==> config.mk <==
export PLATFORM = sky130hd
export DESIGN_NAME = sine_dds
export DESIGN_NICKNAME = d
export VERILOG_FILES = /design/src/rtl/sine_dds.sv
export SDC_FILE = /design/constraint.sdc
export NUM_CORES = 1
export LEC_CHECK = 0
export ABC_CLOCK_PERIOD_IN_PS = 6500
export CORE_MARGIN = 3
export CORE_UTILIZATION = 45
export DETAILED_ROUTE_END_ITERATION = 12
export GPL_TIMING_DRIVEN = 0
export PLACE_DENSITY_LB_ADDON = 0.05
export REMOVE_ABC_BUFFERS = 1
export SYNTH_ARGS = -nofsm -noshare
export SYNTH_HDL_FRONTEND = slang
export SYNTH_SLANG_ARGS = --single-unit
==> constraint.sdc <==
create_clock -name clk -period 6.5 [get_ports clk]
set_input_delay 0.65 -clock clk [delete_from_list [all_inputs] [get_ports clk]]
set_output_delay 0.65 -clock clk [all_outputs]
set_load 0.02 [all_outputs]
==> src/rtl/sine_dds.sv <==
// sine_dds: direct-digital-synthesis sine source, one stereo sample per frame-clock rise.
// Phase accumulator, quarter-wave ROM, sign fold, amplitude scaling and right-channel phase offset.
module sine_dds #(
   parameter int BITSIZE   = 16,
   parameter int PHASESIZE = 24,
   parameter int LUTBITS   = 8
) (
   input  logic                 clk,
   input  logic                 rst,
   input  logic                 lrclk,
   input  logic                 enable,
   input  logic [PHASESIZE-1:0] freq_word,
   input  logic [PHASESIZE-1:0] phase_offset,
   input  logic [BITSIZE-1:0]   amplitude,
   output logic [BITSIZE-1:0]   left_chan,
   output logic [BITSIZE-1:0]   right_chan,
   output logic                 sample_valid,
   output logic                 overrun
);

   localparam int ROM_DEPTH = 2 ** LUTBITS;
   localparam int ADDR_W    = LUTBITS + 2;
   localparam int PROD_W    = 2 * BITSIZE + 1;

   localparam logic [2:0] CNT_HOLD = 3'd4;
   localparam logic [2:0] CNT_OUT  = 3'd5;
   localparam logic [2:0] CNT_LAST = 3'd6;

   // pi in Q60 fixed point
   localparam logic [63:0] PI_Q60 = 64'h3243_F6A8_885A_308D;

   // round((2^(BITSIZE-1)-1) * sin(pi/2 * (idx+0.5) / 2^LUTBITS)) via a Q60 Taylor series
   function automatic logic [BITSIZE-2:0] rom_value(input int unsigned idx);
      logic [127:0] x;
      logic [127:0] x2;
      logic [127:0] term;
      logic [127:0] acc_pos;
      logic [127:0] acc_neg;
      logic [127:0] scaled;
      x       = (128'(PI_Q60) * 128'(2 * idx + 1)) >> (LUTBITS + 2);
      x2      = (x * x) >> 60;
      term    = x;
      acc_pos = x;
      acc_neg = '0;
      for (int k = 1; k <= 9; k++) begin
         term = ((term * x2) >> 60) / 128'(2 * k * (2 * k + 1));
         if (k % 2 == 1) acc_neg = acc_neg + term;
         else            acc_pos = acc_pos + term;
      end
      scaled = (acc_pos - acc_neg) * 128'(2 ** (BITSIZE - 1) - 1) + (128'd1 << 59);
      return (BITSIZE - 1)'(scaled >> 60);
   endfunction

   logic [BITSIZE-2:0] w_rom [ROM_DEPTH];

   generate
      for (genvar gi = 0; gi < ROM_DEPTH; gi++) begin : g_rom
         assign w_rom[gi] = rom_value(gi);
      end
   endgenerate

   logic [2:0]                r_sync;
   logic                      r_tick;
   logic [2:0]                r_cnt;
   logic [PHASESIZE-1:0]      r_phase_acc;
   logic [ADDR_W-1:0]         r_pl;
   logic [ADDR_W-1:0]         r_pr;
   logic [BITSIZE-1:0]        r_amp;
   logic                      r_en;
   logic [LUTBITS-1:0]        r_addr;
   logic                      r_neg_s0;
   logic                      r_neg_s1;
   logic [BITSIZE-2:0]        r_rom_data;
   logic signed [BITSIZE-1:0] r_sgn;
   logic [BITSIZE-1:0]        r_hold_l;
   logic [BITSIZE-1:0]        r_left;
   logic [BITSIZE-1:0]        r_right;
   logic                      r_valid;
   logic                      r_overrun;

   logic                      w_busy;
   logic                      w_accept;
   logic [ADDR_W-1:0]         w_p;
   logic [1:0]                w_q;
   logic [LUTBITS-1:0]        w_idx;
   logic signed [PROD_W-1:0]  w_prod;
   logic [BITSIZE-1:0]        w_scaled;

   assign w_busy   = (r_cnt != 3'd0);
   assign w_accept = r_tick && !w_busy;

   // Left channel uses the address stage on count 1, right channel one clock later
   assign w_p   = (r_cnt == 3'd1) ? r_pl : r_pr;
   assign w_q   = w_p[ADDR_W-1 -: 2];
   assign w_idx = w_q[0] ? ~w_p[LUTBITS-1:0] : w_p[LUTBITS-1:0];

   assign w_prod   = PROD_W'(r_sgn) * $signed(PROD_W'(r_amp));
   assign w_scaled = r_en ? BITSIZE'(w_prod >>> BITSIZE) : '0;

   always_ff @(posedge clk) begin
      r_sync <= {r_sync[1:0], lrclk};
      if (rst) begin
         r_tick      <= 1'b0;
         r_cnt       <= 3'd0;
         r_phase_acc <= '0;
         r_valid     <= 1'b0;
         r_overrun   <= 1'b0;
         r_left      <= '0;
         r_right     <= '0;
      end else begin
         r_tick  <= r_sync[1] && !r_sync[2];
         r_valid <= (r_cnt == CNT_OUT);
         if (r_tick && w_busy) r_overrun <= 1'b1;
         if (w_accept) begin
            r_cnt       <= 3'd1;
            r_phase_acc <= enable ? r_phase_acc + freq_word : '0;
         end else if (w_busy) begin
            r_cnt <= (r_cnt == CNT_LAST) ? 3'd0 : r_cnt + 3'd1;
         end
         if (r_cnt == CNT_OUT) begin
            r_left  <= r_hold_l;
            r_right <= w_scaled;
         end
      end
   end

   always_ff @(posedge clk) begin
      if (w_accept) begin
         r_pl  <= ADDR_W'(r_phase_acc >> (PHASESIZE - ADDR_W));
         r_pr  <= ADDR_W'((r_phase_acc + phase_offset) >> (PHASESIZE - ADDR_W));
         r_amp <= amplitude;
         r_en  <= enable;
      end
      r_addr     <= w_idx;
      r_neg_s0   <= w_q[1];
      r_rom_data <= w_rom[r_addr];
      r_neg_s1   <= r_neg_s0;
      r_sgn      <= r_neg_s1 ? -BITSIZE'(r_rom_data) : BITSIZE'(r_rom_data);
      if (r_cnt == CNT_HOLD) r_hold_l <= w_scaled;
   end

   assign left_chan    = r_left;
   assign right_chan   = r_right;
   assign sample_valid = r_valid;
   assign overrun      = r_overrun;

endmodule

==> impl_metrics.tcl <==
set metrics [dict create \
    status "finished, final reports clean" \
    drc 0 \
    period_share 0.980 \
    synth_edf_count 53 \
    cp-end-kind "flip-flop" \
    diodes 0 \
    avgSynthCellArea_um2 8.33 \
    crit_required_ns 6.87 \
    grt_max_degree 99 \
    rrSetupSlack_ns 0.13 \
    wire_per_inst_um 20.7 \
    regArea_um2 3750 \
    start_util 0.462 \
    yosys_most_used_dff "dfxtp_1" \
    multi_input_area_um2 14200 \
    port_buffers 101 \
    boundaryPins 102 \
    netlist_area_um2 19200 \
    placed_area_um2 20500 \
    synth_area_leaders "fa_1, ha_1, dfxtp_1" \
    fin_nets 2790 \
    fmax_mhz 157 \
    postRouteAntennaNets 0 \
    critPathLaunchType "flip-flop" \
    yosys_warnings 0 \
    cp.arrival_ns 6.74 \
    clock_latency_ns 0.46 \
    wl_mm 60.0 \
    die-area_um2 45100 \
    fin_crit_ns 6.37 \
    yosysMostFrequentCell "nand2_1" \
    layout.cells.non_filler 2897 \
    timing_hold_violations_final 0 \
    rows 74 \
    syn_inst 2301 \
    dr.first_iter.drc_count 1428 \
    grt_pass1_vias 17000 \
    chipHeight_um 212 \
    gp_congestion 0.996 \
    grt_remaining_overflow 0 \
    htree_levels 4 \
    drive_gt1_frac 0.0770 \
    grt_usage 0.268 \
    cts_inserted_buffers 17 \
    antenna_found_initial 2 \
    vias 16900 \
    hold_ws_ns 0.326 \
    critPathKind "reg2reg" \
    maxCapViolCount 0 \
    die_width_um 212 \
    core_area_um2 41500 \
    cts_tree "built" \
    dp.cells 2806 \
    drtPass1Iterations 5 \
    cts.sinks 159 \
    yosysTopAreaCell "fa_1" \
    fin_area_um2 21800 \
    n_fill_cell 4061 \
    ctsHoldBuffers 0 \
    dp_hpwl_mm 44.3 \
    pre_cts_ws_ns -0.463 \
    synth-seq-cells 159 \
    syn_to_final_growth_pct 13.8 \
    drv_slew 0 \
    path_clk_slew_ns 0.07 \
    grt_pass1_wl_mm 93.7 \
    relSlewSlack 0.105 \
    finalClockSkew_ns 0.0269 \
    synth_cell_type_count 76 \
    synth_common_cells "nand2_1, inv_1, fa_1, ha_1, a21oi_1" \
    synth_top_area_share 0.203 \
    synth-seq-area-share 0.194 \
    cts-root-buf "clkbuf_16" \
    worst_slew_pin_slew_ns 1.34 \
    finalSetupViolations 0 \
    vias_per_cell 5.83 \
    rsz0062_at_grt "true" \
    clock_path_buffers 2 \
    async_flop_share 0 \
    hp-class "reg2reg" \
    finalWorstSetupSlack_ns 0.128 \
    crit_path_max_fanout 6 \
]
[layout make-up]
| type | count | share of cell area |
|---|---|---|
| clock inverters | 14 | 0.00499 |
| flip-flops and latches | 159 | 0.172 |
| repair buffers | 167 | 0.0774 |
| multi-input cells | 1744 | 0.650 |
| clock buffers | 18 | 0.0201 |
| well taps | 532 | 0.0305 |
| inverters | 263 | 0.0453 |
[state kept, by name, summed over array words and instances, names as in the netlist]
signal,count
r_neg_s1,1
r_pl,10
r_addr,8
sample_valid,1
right_chan,16
r_amp,16
left_chan,16
r_hold_l,16
r_pr,10
r_rom_data,15
r_sgn,16
r_en,1
r_neg_s0,1
overrun,1
r_cnt,3
r_sync,3
r_tick,1
r_phase_acc,24
[cells by family (layout without fill, tap and decap cells)]
group | count (synthesis) | in the layout | share of synthesized area
simple gates | 757 | 757 | 0.187
fa+ha+maj | 370 | 370 | 0.317
flops | 159 | 159 | 0.194
mux | 17 | 17 | 0.0137
buf+inv | 398 | 462 | 0.0783
xor+xnor | 72 | 72 | 0.0329
compound gates | 528 | 528 | 0.177
[through the flow]
stage	utilization	TNS [ns]
floorplan	-	0
global placement	0.490	-24.44
detailed placement	0.495	-5.41
CTS	0.519	0
global route	0.526	-0.140
finish	0.526	0
[final timing paths]
check,startpoint,to,cells after the start
setup / recovery,r_amp[12],right_chan[15],20
hold / removal,r_sync[0],r_sync[1],0
setup reg to reg,r_amp[12],right_chan[15],20
hold reg to reg,r_sync[0],r_sync[1],0
[metal layers]
layer	up-vias	wire, um	share of wire	global-route usage
met2	627	27300	0.45	0.428
met4	2	2660	0.044	0.122
met3	155	4140	0.069	0.0546
met5	-	13	0.00022	0
li1	7913	-	-	-
met1	8198	25900	0.43	0.353
[cells in the final DEF, fill, tap and decap left out, types with 28 or more instances in the layout]
master,n
a21oi_1,146
buf_4,50
and2_1,129
fa_1,190
nor3_1,31
o21ai_0,124
nand2_1,295
clkdlybuf4s50_1,101
nand3_1,43
a211oi_1,31
xnor2_1,43
ha_1,168
a31oi_1,32
xor2_1,28
inv_1,256
dfxtp_1,86
edfxtp_1,53
nor2_1,142
nand2b_1,34
[what timing repair did]
item	CTS	global route
pin swaps	3	11
setup buffers	50	9
hold endpoints to repair	0	0
setup endpoints to repair	21	11
gates resized for setup	23	37
[worst max-delay path, stage by stage (launching register included)]
cell and delay, ns:
edfxtp_1 0.54, and2_4 0.23, fa_1 0.50, inv_1 0.05, fa_1 0.50, fa_1 0.54
inv_2 0.04, fa_2 0.46, fa_1 0.49, inv_1 0.05, fa_1 0.50, inv_2 0.05
ha_4 0.23, and3_4 0.18, and2_4 0.15, a221o_2 0.43, o31ai_4 0.31, a211oi_2 0.14
or4_4 0.47, and3_4 0.21, o31ai_2 0.21
Power is left out: the tool's default activity adds up to more than one toggle a clock period on the data nets, which glitch-free logic cannot reach.
==> patch, RTL diff (config.mk and constraints unchanged) <==
Set the parameter `PHASESIZE` to 48 (it was 24).
--- a/src/rtl/sine_dds.sv
+++ b/src/rtl/sine_dds.sv
@@ -2,7 +2,7 @@
 // Phase accumulator, quarter-wave ROM, sign fold, amplitude scaling and right-channel phase offset.
 module sine_dds #(
    parameter int BITSIZE   = 16,
-   parameter int PHASESIZE = 24,
+   parameter int PHASESIZE = 48,
    parameter int LUTBITS   = 8
 ) (
    input  logic                 clk,
Interface: changed (resized freq_word and phase_offset); port bits go from 102 to 150. No check against the original RTL was run, so the function may have changed too.
==> patch against the original RTL <==
  * Wire length is 20% higher
  * Synthesized area grew 16%
  * Count of clock-buffer cells in the layout shrank 1
  * Setup slack lost 69 ps
  * Sequential share of layout area is 0.85 points lower
  * Critical path depth grew 3
  * Sequential cell count is 24 higher
  * Die area increased by 16%
  * Cell area up 19%
  * Hold slack improved by 1.6 ps
  * Largest cell class unchanged
Power is not shown: default switching activity piles up to over one toggle a cycle in this logic, so the estimate is an artifact.
==> patch: results (changes against the original RTL) <==
stage	metric	value	unit	change
detailed_routing	Detailed Routing Iterations Pass 1	6		+1
detailed_routing	initial DRC count	1752		+23%
place	Placer Congestion	0.935		-6.2%
setup_path	worst-path maximum fanout	16		+10
clock_tree	H-tree levels	4		unchanged
grt	first-pass GRT wire length	113000	um	+21%
floorplanning	die area	0.0521	sq mm	+16%
logic_synthesis	synth warn	0		unchanged
setup_path	Slowest-stage cell, CP	dfxtp_2		
detailed_routing	Vias	20300		+20%
grt	Tot GR Track Use	27.4	%	+0.56 points
final_layout	fillers	4615		+14%
clock_tree	Clk Tree Root Cell	clkbuf_16		
setup_path	slowest stage delay, CP	580	ps	+40 ps
min_path	worst hold path class	register to register		
place	hpwl dp	51900	um	+17%
final_layout	max FFs per register	48		+100%
timing	Max Clock Skew	20.8	ps	-6.11 ps
logic_synthesis	Main synth FF type	dfxtp_1		
logic_synthesis	area share of the largest cell type after synthesis	17.5	%	-2.8 points
status	status	complete, no violations		
final_layout	nets@finish	3375		+21%
clock_tree	number of CTS-inserted buffers	17		unchanged
logic_synthesis	post-synthesis cell type count	87		+14%
final_layout	layout cells sized above 1	8.79	%	+1.1 points
grt	largest net degree at the start of global routing	100		+1.0%
timing	Final period util	99.1	%	+1.1 points
detailed_routing	WL final	71900	um	+20%
logic_synthesis	number of flops mapped to enable cells by yosys	53		unchanged
grt	initial antenna violation count	8		+6
timing	final hold vios	0		unchanged
timing	Relative slew margins	11.1	%	+0.65 points
grt	vias in the first global route	20400		+20%
logic_synthesis	post-synthesis sequential area ratio	18.9	%	-0.51 points
place	Port Buf Inserts	149		+48%
clock_tree	Max clock buf depth	2		unchanged
clock_tree	clock-pin slew of the registers on the worst-case setup and hold paths	90	ps	+20 ps
setup_path	CP top delay family	adder cells		
logic_synthesis	top post-synthesis cells by area	fa_1 (17%), ha_1 (13%), dfxtp_1 (12%)		
logic_synthesis	Post-synth ARST share	0	%	unchanged
setup_path	WP data arrival	6700	ps	-40 ps
final_layout	largest register by flop count	r_phase_acc		
clock_tree	worst skew pair latency	490	ps	+30 ps
logic_synthesis	commonest cells in the netlist	nand2_1 (383), inv_1 (267), a21oi_1 (238)		
==> patch: final cells by class <==
cell class,instances,share of cell area (%)
Tap cell,656,3.17
Multi-Input combinational cell,2125,64.7
Sequential cell,183,16.4
Timing Repair Buffer,243,9.35
Clock inverter,15,0.816
Antenna cell,6,0.0579
Inverter,271,3.92
Clock buffer,17,1.64
==> patch: timing repair <==
item                                    4_1_cts  5_1_grt
setup buffers                                70       14
pin swaps                                    29       60
gates resized for setup                      37       56
endpoints found under the setup margin       30       19
==> patch: path summary, 6_finish.rpt <==
path,startpoint,to,slack [ps],cells past startpoint
max,r_sgn[6],r_hold_l[7],60,23
min,r_neg_s0,r_neg_s1,330,0
max reg2reg,r_sgn[6],r_hold_l[7],60,23
min reg2reg,r_neg_s0,r_neg_s1,330,0
==> patch: per-stage QoR <==
stage / TNS [ps] / area (sq um) / hold slack, ps / worst slack, ps / std cells
2_1_floorplan: 0 / 21600 / 310 / 96.4 / 2579
3_3_place_gp: -96970 / 24000 / 310 / -2970 / 3384
3_5_place_dp: -11760 / 24200 / 313 / -711 / 3396
4_1_cts: 0 / 25600 / 332 / 1.51 / 3497
5_1_grt: -1950 / 25900 / 332 / -185 / 3510
6_report: 0 / 25900 / 328 / 59.4 / 3516
==> patch: cells by family (layout without fill, tap and decap cells) <==
logic type      Yosys count  after routing  synth area share (%)
xor+xnor                102            102                  4.02
compound gates          712            712                  20.3
other cells               0              6                     0
flops                   183            183                  18.9
simple gates            879            879                  18.5
fa+ha+maj               418            418                  30.1
mux                      14             14                 0.985
buf+inv                 427            546                  7.23
==> patch: routing by layer <==
layer	track usage (%)	share of wire [%]	vias to the layer above
li1	-	-	9549
met1	35.5	42	9888
met2	45.6	48	754
met3	5.71	7.0	130
met5	0	0.064	-
met4	9.23	3.1	6
